[src/rtl/i2s_tx_fifo.sv]
// rtl/i2s_tx_fifo.sv - I2S transmit engine with frame FIFO, mono, mute and underrun policy
module i2s_tx_fifo #(
    parameter int SAMPLE_W    = 8,
    parameter int SLOT_W      = 32,
    parameter int FIFO_DEPTH  = 16,
    parameter int SYNC_STAGES = 2
) (
    input  logic                             Clk,
    input  logic                             Reset_n,
    input  logic                             sclk_in,
    input  logic                             lrclk_in,
    output logic                             sd_out,
    input  logic [2*SAMPLE_W-1:0]            s_data,
    input  logic                             s_valid,
    output logic                             s_ready,
    input  logic                             enable,
    input  logic                             mono,
    input  logic                             underrun_zero,
    output logic [$clog2(FIFO_DEPTH+1)-1:0]  fifo_level,
    output logic [15:0]                      underrun_cnt,
    output logic                             frame_tick
);

    localparam int LVL_W   = $clog2(FIFO_DEPTH + 1);
    localparam int PTR_W   = $clog2(FIFO_DEPTH);
    localparam int IDX_W   = $clog2(SLOT_W + 1);
    localparam int FRAME_W = 2 * SAMPLE_W;

    typedef enum logic {
        ST_UNARMED,
        ST_ARMED
    } arm_state_t;

    arm_state_t              state, state_n;

    logic [SYNC_STAGES-1:0]  sclk_sync;
    logic [SYNC_STAGES-1:0]  lr_sync;
    logic                    sclk_s;
    logic                    lr_s;
    logic                    sclk_d;
    logic                    lr_d;
    logic                    fall_evt;
    logic                    slot_start;
    logic                    left_start;
    logic                    right_start;

    logic                    lr_prev;
    logic [IDX_W-1:0]        bit_idx;
    logic [IDX_W-1:0]        idx_n;
    logic [SAMPLE_W-1:0]     cur_smp;
    logic [SAMPLE_W-1:0]     cur_n;
    logic [SAMPLE_W-1:0]     smp_shift;

    logic [FRAME_W-1:0]      hold_frame;
    logic [FRAME_W-1:0]      last_frame;
    logic [FRAME_W-1:0]      load_frame;
    logic [SAMPLE_W-1:0]     hold_l;
    logic [SAMPLE_W-1:0]     hold_r;

    logic [FRAME_W-1:0]      mem [FIFO_DEPTH];
    logic [PTR_W-1:0]        wr_ptr;
    logic [PTR_W-1:0]        rd_ptr;
    logic [FRAME_W-1:0]      rd_frame;
    logic                    fifo_empty;
    logic                    push;
    logic                    pop;
    logic                    underrun;

    assign sclk_s      = sclk_sync[SYNC_STAGES-1];
    assign lr_s        = lr_sync[SYNC_STAGES-1];
    assign fall_evt    = sclk_d & ~sclk_s;
    // lr_d is the word clock as it stood just before the SCLK fall, so an LRCLK
    // change launched on a falling edge is only seen at the following fall,
    // which yields the one-bit I2S delay.
    assign slot_start  = fall_evt && (lr_d != lr_prev);
    assign left_start  = slot_start && !lr_d;
    assign right_start = slot_start && lr_d;
    assign frame_tick  = left_start;

    assign hold_l      = hold_frame[FRAME_W-1:SAMPLE_W];
    assign hold_r      = hold_frame[SAMPLE_W-1:0];
    assign rd_frame    = mem[rd_ptr];
    assign fifo_empty  = (fifo_level == '0);
    assign s_ready     = (fifo_level != LVL_W'(FIFO_DEPTH));
    assign push        = s_valid && s_ready;
    assign pop         = left_start && enable && !fifo_empty;
    assign underrun    = left_start && enable && fifo_empty;

    // Pin synchronisers plus one extra flop each for edge and pre-edge detection.
    always_ff @(posedge Clk or negedge Reset_n) begin
        if (!Reset_n) begin
            sclk_sync <= '0;
            lr_sync   <= '0;
            sclk_d    <= 1'b0;
            lr_d      <= 1'b0;
        end else begin
            sclk_sync <= {sclk_sync[SYNC_STAGES-2:0], sclk_in};
            lr_sync   <= {lr_sync[SYNC_STAGES-2:0], lrclk_in};
            sclk_d    <= sclk_s;
            lr_d      <= lr_s;
        end
    end

    // Arming state register.
    always_ff @(posedge Clk or negedge Reset_n) begin
        if (!Reset_n) begin
            state <= ST_UNARMED;
        end else begin
            state <= state_n;
        end
    end

    // The first left-slot start arms the block for good.
    always_comb begin
        state_n = state;
        if (left_start) begin
            state_n = ST_ARMED;
        end
    end

    // Frame selection at a left start, slot sample selection and next bit index.
    always_comb begin
        load_frame = hold_frame;
        if (!enable) begin
            load_frame = '0;
        end else if (!fifo_empty) begin
            load_frame = rd_frame;
        end else if (underrun_zero) begin
            load_frame = '0;
        end else begin
            load_frame = last_frame;
        end

        cur_n = cur_smp;
        if (left_start) begin
            cur_n = load_frame[FRAME_W-1:SAMPLE_W];
        end else if (right_start) begin
            cur_n = (state == ST_ARMED) ? (mono ? hold_l : hold_r) : '0;
        end

        if (slot_start) begin
            idx_n = '0;
        end else if (bit_idx == IDX_W'(SLOT_W)) begin
            idx_n = bit_idx;
        end else begin
            idx_n = bit_idx + IDX_W'(1);
        end

        // Shifting past the sample width leaves zeros, which pads the slot tail.
        smp_shift = cur_n << idx_n;
    end

    // Serial bit position and the registered data pin, advanced on SCLK falls only.
    always_ff @(posedge Clk or negedge Reset_n) begin
        if (!Reset_n) begin
            lr_prev <= 1'b1;
            bit_idx <= '0;
            cur_smp <= '0;
            sd_out  <= 1'b0;
        end else if (fall_evt) begin
            lr_prev <= lr_d;
            bit_idx <= idx_n;
            cur_smp <= cur_n;
            sd_out  <= smp_shift[SAMPLE_W-1];
        end
    end

    // Holding pair, repeat-on-underrun copy and the saturating underrun counter.
    always_ff @(posedge Clk or negedge Reset_n) begin
        if (!Reset_n) begin
            hold_frame   <= '0;
            last_frame   <= '0;
            underrun_cnt <= '0;
        end else begin
            if (left_start) begin
                hold_frame <= load_frame;
            end
            if (pop) begin
                last_frame <= rd_frame;
            end
            if (underrun && (underrun_cnt != 16'hFFFF)) begin
                underrun_cnt <= underrun_cnt + 16'd1;
            end
        end
    end

    // FIFO storage; contents are discarded on reset through the pointers.
    always_ff @(posedge Clk) begin
        if (push) begin
            mem[wr_ptr] <= s_data;
        end
    end

    // FIFO pointers and occupancy.
    always_ff @(posedge Clk or negedge Reset_n) begin
        if (!Reset_n) begin
            wr_ptr     <= '0;
            rd_ptr     <= '0;
            fifo_level <= '0;
        end else begin
            if (push) begin
                wr_ptr <= wr_ptr + PTR_W'(1);
            end
            if (pop) begin
                rd_ptr <= rd_ptr + PTR_W'(1);
            end
            if (push && !pop) begin
                fifo_level <= fifo_level + LVL_W'(1);
            end else if (pop && !push) begin
                fifo_level <= fifo_level - LVL_W'(1);
            end
        end
    end

endmodule
[config.mk]
export PLATFORM = sky130hd
export DESIGN_NAME = i2s_tx_fifo
export DESIGN_NICKNAME = d
export VERILOG_FILES = /design/src/rtl/i2s_tx_fifo.sv
export SDC_FILE = /design/constraint.sdc
export NUM_CORES = 1
export LEC_CHECK = 0
export ABC_CLOCK_PERIOD_IN_PS = 4400
export CORE_MARGIN = 2
export CORE_UTILIZATION = 48
export DETAILED_ROUTE_END_ITERATION = 12
export GPL_ROUTABILITY_DRIVEN = 0
export SLEW_MARGIN = 15
export SYNTH_ARGS = -nofsm -noshare
export SYNTH_HDL_FRONTEND = slang
export SYNTH_SLANG_ARGS = --single-unit
[constraint.sdc]
create_clock -name Clk -period 4.4 [get_ports Clk]
set_input_delay 0.66 -clock Clk [delete_from_list [all_inputs] [get_ports Clk]]
set_output_delay 0.66 -clock Clk [all_outputs]
set_load 0.005 [all_outputs]
* Word level (Yosys, flattened, before mapping)
Memory sizes are Yosys's and may differ from the RTL's. Index checks and enable logic that the tools add are counted. W data, S select, Z words.
Word-level totals: memories 1, memory bits (writable) 256, flip-flop bits (word level) 84, input bits 24, word-level logic and storage cells 58
Operators by class: shift operators 1, multiplexer cells 13, bitwise logic cells 2, reductions and logical operators 16, equal/unequal tests 4, $add $sub $neg 6
Memory list:
- mem | words 16, width 16, rd ports 1, clocked after Yosys merged registers in 0, write ports 1, RTL line 60 | logic [FRAME_W-1:0] mem [FIFO_DEPTH];
Operator list (count):
- $mux W16 | 3
- $mux W8 | 4
- $add A16 B1 Y16 const B | 1
- $ne A16 B16 Y1 const B | 1
- $mux W6 | 2
- $logic_and A1 B1 Y1 | 10
- $mux W5 | 2
- $add A4 B1 Y4 const B | 2
- $shl A8 B6 Y8 | 1
- $add A6 B1 Y6 const B | 1
- $eq A6 B6 Y1 const B | 1
- $add A5 B1 Y5 const B | 1
- $logic_not A5 Y1 | 1
- $ne A5 B5 Y1 const B | 1
- $sub A5 B1 Y5 const B | 1
- $logic_not A1 Y1 | 4
- $mux W1 | 2
- $reduce_bool A2 Y1 | 1
- $and A1 B1 Y1 | 1
- $ne A1 B1 Y1 | 1
- $not A1 Y1 | 1

* Depth between registers and ports, before layout
word-level depth 9, mapped depth 14, gate-level depth less buffers 13

* Worst setup path after synthesis
Ideal clock, no wire load.
path type reg2reg, from register fifo_level[2], to register fifo_level[4], arrival time 2892 ps, slack 1385 ps, clock period less this slack 3015 ps, data required time 4277 ps, stages on the path, launching flop included 13, library setup time 123 ps, buffers on the path 1, path through dfrtp_1 or4_1 o211a_1 inv_1 clkbuf_1 ha_1 inv_1 fa_1 a21o_1 a21oi_1 xnor2_1 nor2_1 xnor2_1
On the way: cells in the longest elaborated chain, start to end 6, elaborated cells between the ends (all ways) 14, classes of those cells add/sub (2); eq/ne (1); mux (2); reduce/logical (9)
Ends and longest elaborated chain:
- from (decl) | RTL line 19 | output logic [$clog2(FIFO_DEPTH+1)-1:0] fifo_level,
- from (signal assigned) | RTL line 208 | fifo_level <= fifo_level + LVL_W'(1);
- from (signal assigned) | RTL line 210 | fifo_level <= fifo_level - LVL_W'(1);
- parallel branches: the longest is 6 deep, another holds $sub A5 B1 Y5
Parallel ways; which one is timed is not known. The select of a mux whose other input is x is not followed. A chain may end at the register's enable or synchronous reset.

* Final worst setup path
from register sclk_sync[1], to register fifo_level[4]
On the way: cells in the longest elaborated chain, start to end 9, elaborated cells between the ends (all ways) 11, classes of those cells mux (1); bitwise (2); reduce/logical (8)
Ends and longest elaborated chain:
- from (decl) | RTL line 36 | logic [SYNC_STAGES-1:0] sclk_sync;
- from (signal assigned) | RTL line 97 | sclk_sync <= {sclk_sync[SYNC_STAGES-2:0], sclk_in};
- $not A1 Y1 * | RTL line 71 | assign fall_evt = sclk_d & ~sclk_s;
- $and A1 B1 Y1 * | RTL line 71
- $logic_and A1 B1 Y1 * | RTL line 75 | assign slot_start = fall_evt && (lr_d != lr_prev);
- $logic_and A1 B1 Y1 * | RTL line 76 | assign left_start = slot_start && !lr_d;
- $logic_and A1 B1 Y1 * (2 in series) | RTL line 86 | assign pop = left_start && enable && !fifo_empty;
- $logic_not A1 Y1 | RTL line 207 | if (push && !pop) begin
- $logic_and A1 B1 Y1 | RTL line 207
- $mux W5 or $reduce_bool A2 Y1 (tied branches)
Every way passes the cells marked *; elsewhere a longest branch is shown, timed or not.

==> flow_metrics.py <==
metrics = {
    "pwr": {
        "pwr_density_cell_nw_per_um2": 586,
        "p_switching_mw": 2.65,
        "swShare_pct": 28.2,
        "p_int_mw": 6.74,
        "peakVddDrop_mv": 0.319,
        "combPwrFrac_pct": 21.7,
        "p_seq_share_pct": 46.2,
        "pwr-share-clk_pct": 32.0,
        "p_leak_nw": 5.76,
    },
    "final_layout": {
        "fin_cells": 1278,
        "num_antenna_cells": 0,
        "layout_commonest_cell": "edfxtp_1",
        "drive_above_1_share_pct": 18.5,
        "final_cell_mix": "edfxtp_1 (256), dfrtp_1 (81), mux4_2 (59)",
        "fillers": 2210,
        "final_core_util_pct": 56.1,
        "multiInputGateArea_um2": 3830,
        "regArea_um2": 9800,
        "finalNetCount": 902,
        "syn_to_final_growth_pct": 15.9,
    },
    "clock_network": {
        "cts_setup_buffers": 0,
        "clkTransAtPathRegs_ns": 0.06,
        "clk_path_buf_depth": 3,
        "cts_max_level": 2,
        "cts_tree": "built",
        "holdBufCountCts": 0,
        "cts_buffers": 38,
        "post_cts_resized": 0,
        "clock_latency_ns": 0.52,
        "cts.sinks": 340,
        "clockRootBuffer": "clkbuf_16",
    },
    "die": {
        "rows": 62,
        "core_um2": 28500,
        "io_pins": 48,
        "die_y_um": 174,
        "dieArea_um2": 30200,
        "start_util_pct": 48.5,
        "die_w_um": 174,
    },
    "route": {
        "firstDrtPassIters": 5,
        "drc": 0,
        "wl_per_cell_um": 22.7,
        "drt-total-wl_um": 29000,
        "route.vias.total": 7355,
        "first_iter_violations": 579,
        "drt.antenna.violating_nets": 0,
        "vias_per_cell": 5.76,
    },
    "timing": {
        "worst_pin_slew_ns": 1.08,
        "holdWs_ns": 0.160,
        "hold_violations": 0,
        "setup_viol": 0,
        "finClkSkew_ns": 0.0205,
        "fin_crit_sh_pct": 77.3,
        "relSlewSlack_pct": 27.9,
        "drv_slew": 0,
        "fin_crit_ns": 3.40,
        "timing.setup.tns_ns": 0,
        "fmax_mhz": 294,
        "rsz0062_at_grt": "no",
    },
    "global_routing": {
        "grt_pass1_vias": 7529,
        "grt_usage_pct": 19.7,
        "antenna_found_initial": 1,
        "grt_pass1_wl_um": 45000,
        "grt_overflow_total": 0,
        "grt_max_degree": 50,
    },
    "synth": {
        "yosysWarnings": 0,
        "netlist_instances": 789,
        "syn_avg_cell_area_um2": 17.5,
        "netlist_area_um2": 13800,
        "synth-seq-area-share_pct": 70.8,
        "synth_edf_count": 256,
        "async_flop_share_pct": 24.7,
        "ys_ff_latch": 340,
        "synth_top_flop_cell": "edfxtp_1",
        "synth.distinct_cells": 63,
        "synth_nets": 826,
    },
    "place": {
        "numPortBuffers": 47,
        "dp_cells": 1209,
        "dp_hpwl_um": 17100,
    },
    "worst_setup_path": {
        "rrSetupSlack_ns": 1.0,
        "end_kind": "flop",
        "worst-path-max-fanout": 23,
        "worstPathArrival_ns": 3.80,
        "path_cells": "and2b_1, nand3b_2, buf_4, inv_2, o211a_1, buf_4, inv_1, buf_4, ha_1, inv_1, fa_1, a21o_1, a21oi_1, xnor2_1, nor2_1, xnor2_1",
        "slowest_stage": "fa_1",
        "crit_top_cell": "buf_4",
        "slowest_delay_ns": 0.42,
        "path_class": "reg -> reg",
        "cp-start-kind": "flop",
        "required_ns": 4.80,
    },
    "run_status": {
        "outcome": "finished, final reports clean",
    },
    "hold_path": {
        "hp-class": "in -> async",
    },
    "job": {
        "maxCapViolCount": 0,
    },
}
[per-stage QoR]
stage                     instance area, um^2  setup WS (ns)  power (mW)
after floorplan                         13800           1.39        5.75
after CTS                               16000          0.996        9.49
after global placement                  14800           1.13        6.38
after detailed placement                14800           1.01        6.47
after global routing                    16000          0.723        9.82
final                                   16000          0.998        9.39
[cells by family after synthesis]
kind of cell | synth area share (%)
flip-flops | 70.8
AND/OR/NAND/NOR | 6.22
AO/OA/AOI/OAI | 4.87
multiplexers | 13.5
buffers and inverters | 1.78
XOR/XNOR | 1.58
adder cells (fa/ha/maj) | 1.23
[synthesized netlist by cell type (2+ instances only)]
cell type / number / area (um^2)
nor3_1: 9 / 45.0
mux2i_1: 22 / 220
edfxtp_1: 256 / 7690
o22ai_1: 2 / 12.5
nor3b_1: 7 / 52.6
o21ai_1: 2 / 10.0
a22oi_1: 4 / 30.0
xnor2_1: 19 / 166
and2b_1: 2 / 15.0
xor2_1: 6 / 52.6
clkbuf_1: 15 / 56.3
or4_1: 2 / 15.0
nand3_1: 15 / 75.1
a221oi_1: 2 / 17.5
and4_1: 2 / 17.5
a221o_1: 9 / 90.1
a21oi_1: 18 / 90.1
o31ai_1: 2 / 15.0
and3_1: 2 / 12.5
buf_1: 5 / 18.8
nand4_1: 5 / 31.3
nand2b_1: 5 / 31.3
nor2b_1: 4 / 25.0
a22o_1: 2 / 17.5
a21o_1: 18 / 135
o211ai_1: 4 / 30.0
mux4_2: 59 / 1330
and2_1: 21 / 131
o21ai_0: 20 / 100
mux2_2: 3 / 33.8
nand2_1: 58 / 218
mux4_1: 11 / 289
buf_2: 10 / 50.1
a31oi_1: 3 / 18.8
dfrtp_1: 83 / 2080
inv_1: 11 / 41.3
a2bb2oi_1: 2 / 17.5
buf_6: 3 / 33.8
ha_1: 12 / 150
nor2_1: 31 / 116
[layout make-up]
| cell class | count | share of cell area (%) |
|---|---|---|
| flip-flops and latches | 340 | 61.1 |
| multi-input cells | 401 | 23.9 |
| clock buffers | 43 | 6.25 |
| repair buffers | 72 | 4.17 |
| well taps | 384 | 3.00 |
| clock inverters | 26 | 1.28 |
| inverters | 12 | 0.281 |
[power by group through the flow]
stage / registers (mW) / logic (mW) / clock network, mW
after floorplan: 4.15 / 1.60 / 0
after global placement: 4.38 / 1.99 / 0
after detailed placement: 4.41 / 2.06 / 0
after CTS: 4.35 / 2.07 / 3.07
after global routing: 4.41 / 2.21 / 3.20
final: 4.34 / 2.04 / 3.01
[sequential cells by signal, summed over array words and instances, names as in the netlist, 5 cells and up]
signal        flops
bit_idx           6
mem             256
fifo_level        5
cur_smp           8
hold_frame       16
underrun_cnt     16
last_frame       16
[per-layer routing]
layer / track usage (%) / wire [um] / up-vias
met5: 0 / 0 / -
met4: 5.32 / 588 / 0
li1: - / - / 3258
met3: 3.57 / 1620 / 48
met1: 27.2 / 12500 / 3830
met2: 32.5 / 14400 / 219
[final timing paths]
kind | from | end | cells after the start
min in group Clk | lr_sync[0] | lr_sync[1] | 0
worst max register to register | sclk_sync[1] | fifo_level[4] | 16
worst max-delay path | sclk_sync[1] | fifo_level[4] | 16
worst min register to register | lr_sync[0] | lr_sync[1] | 0
worst min-delay path | Reset_n | fifo_level[0] | 1
max in group asynchronous | Reset_n | hold_frame[7] | 2
[worst max-delay path: cells and delay by family (launching register included)]
| family | cells | cell delay [ns] |
|---|---|---|
| AOI/OAI and AO/OA | 3 | 0.55 |
| xor gates and xnor gates | 2 | 0.28 |
| and+or+nand+nor | 3 | 0.43 |
| DFF | 1 | 0.37 |
| buffers and inverters | 6 | 0.99 |
| adders and majority gates | 2 | 0.65 |
(Power assumes the default switching activity.)
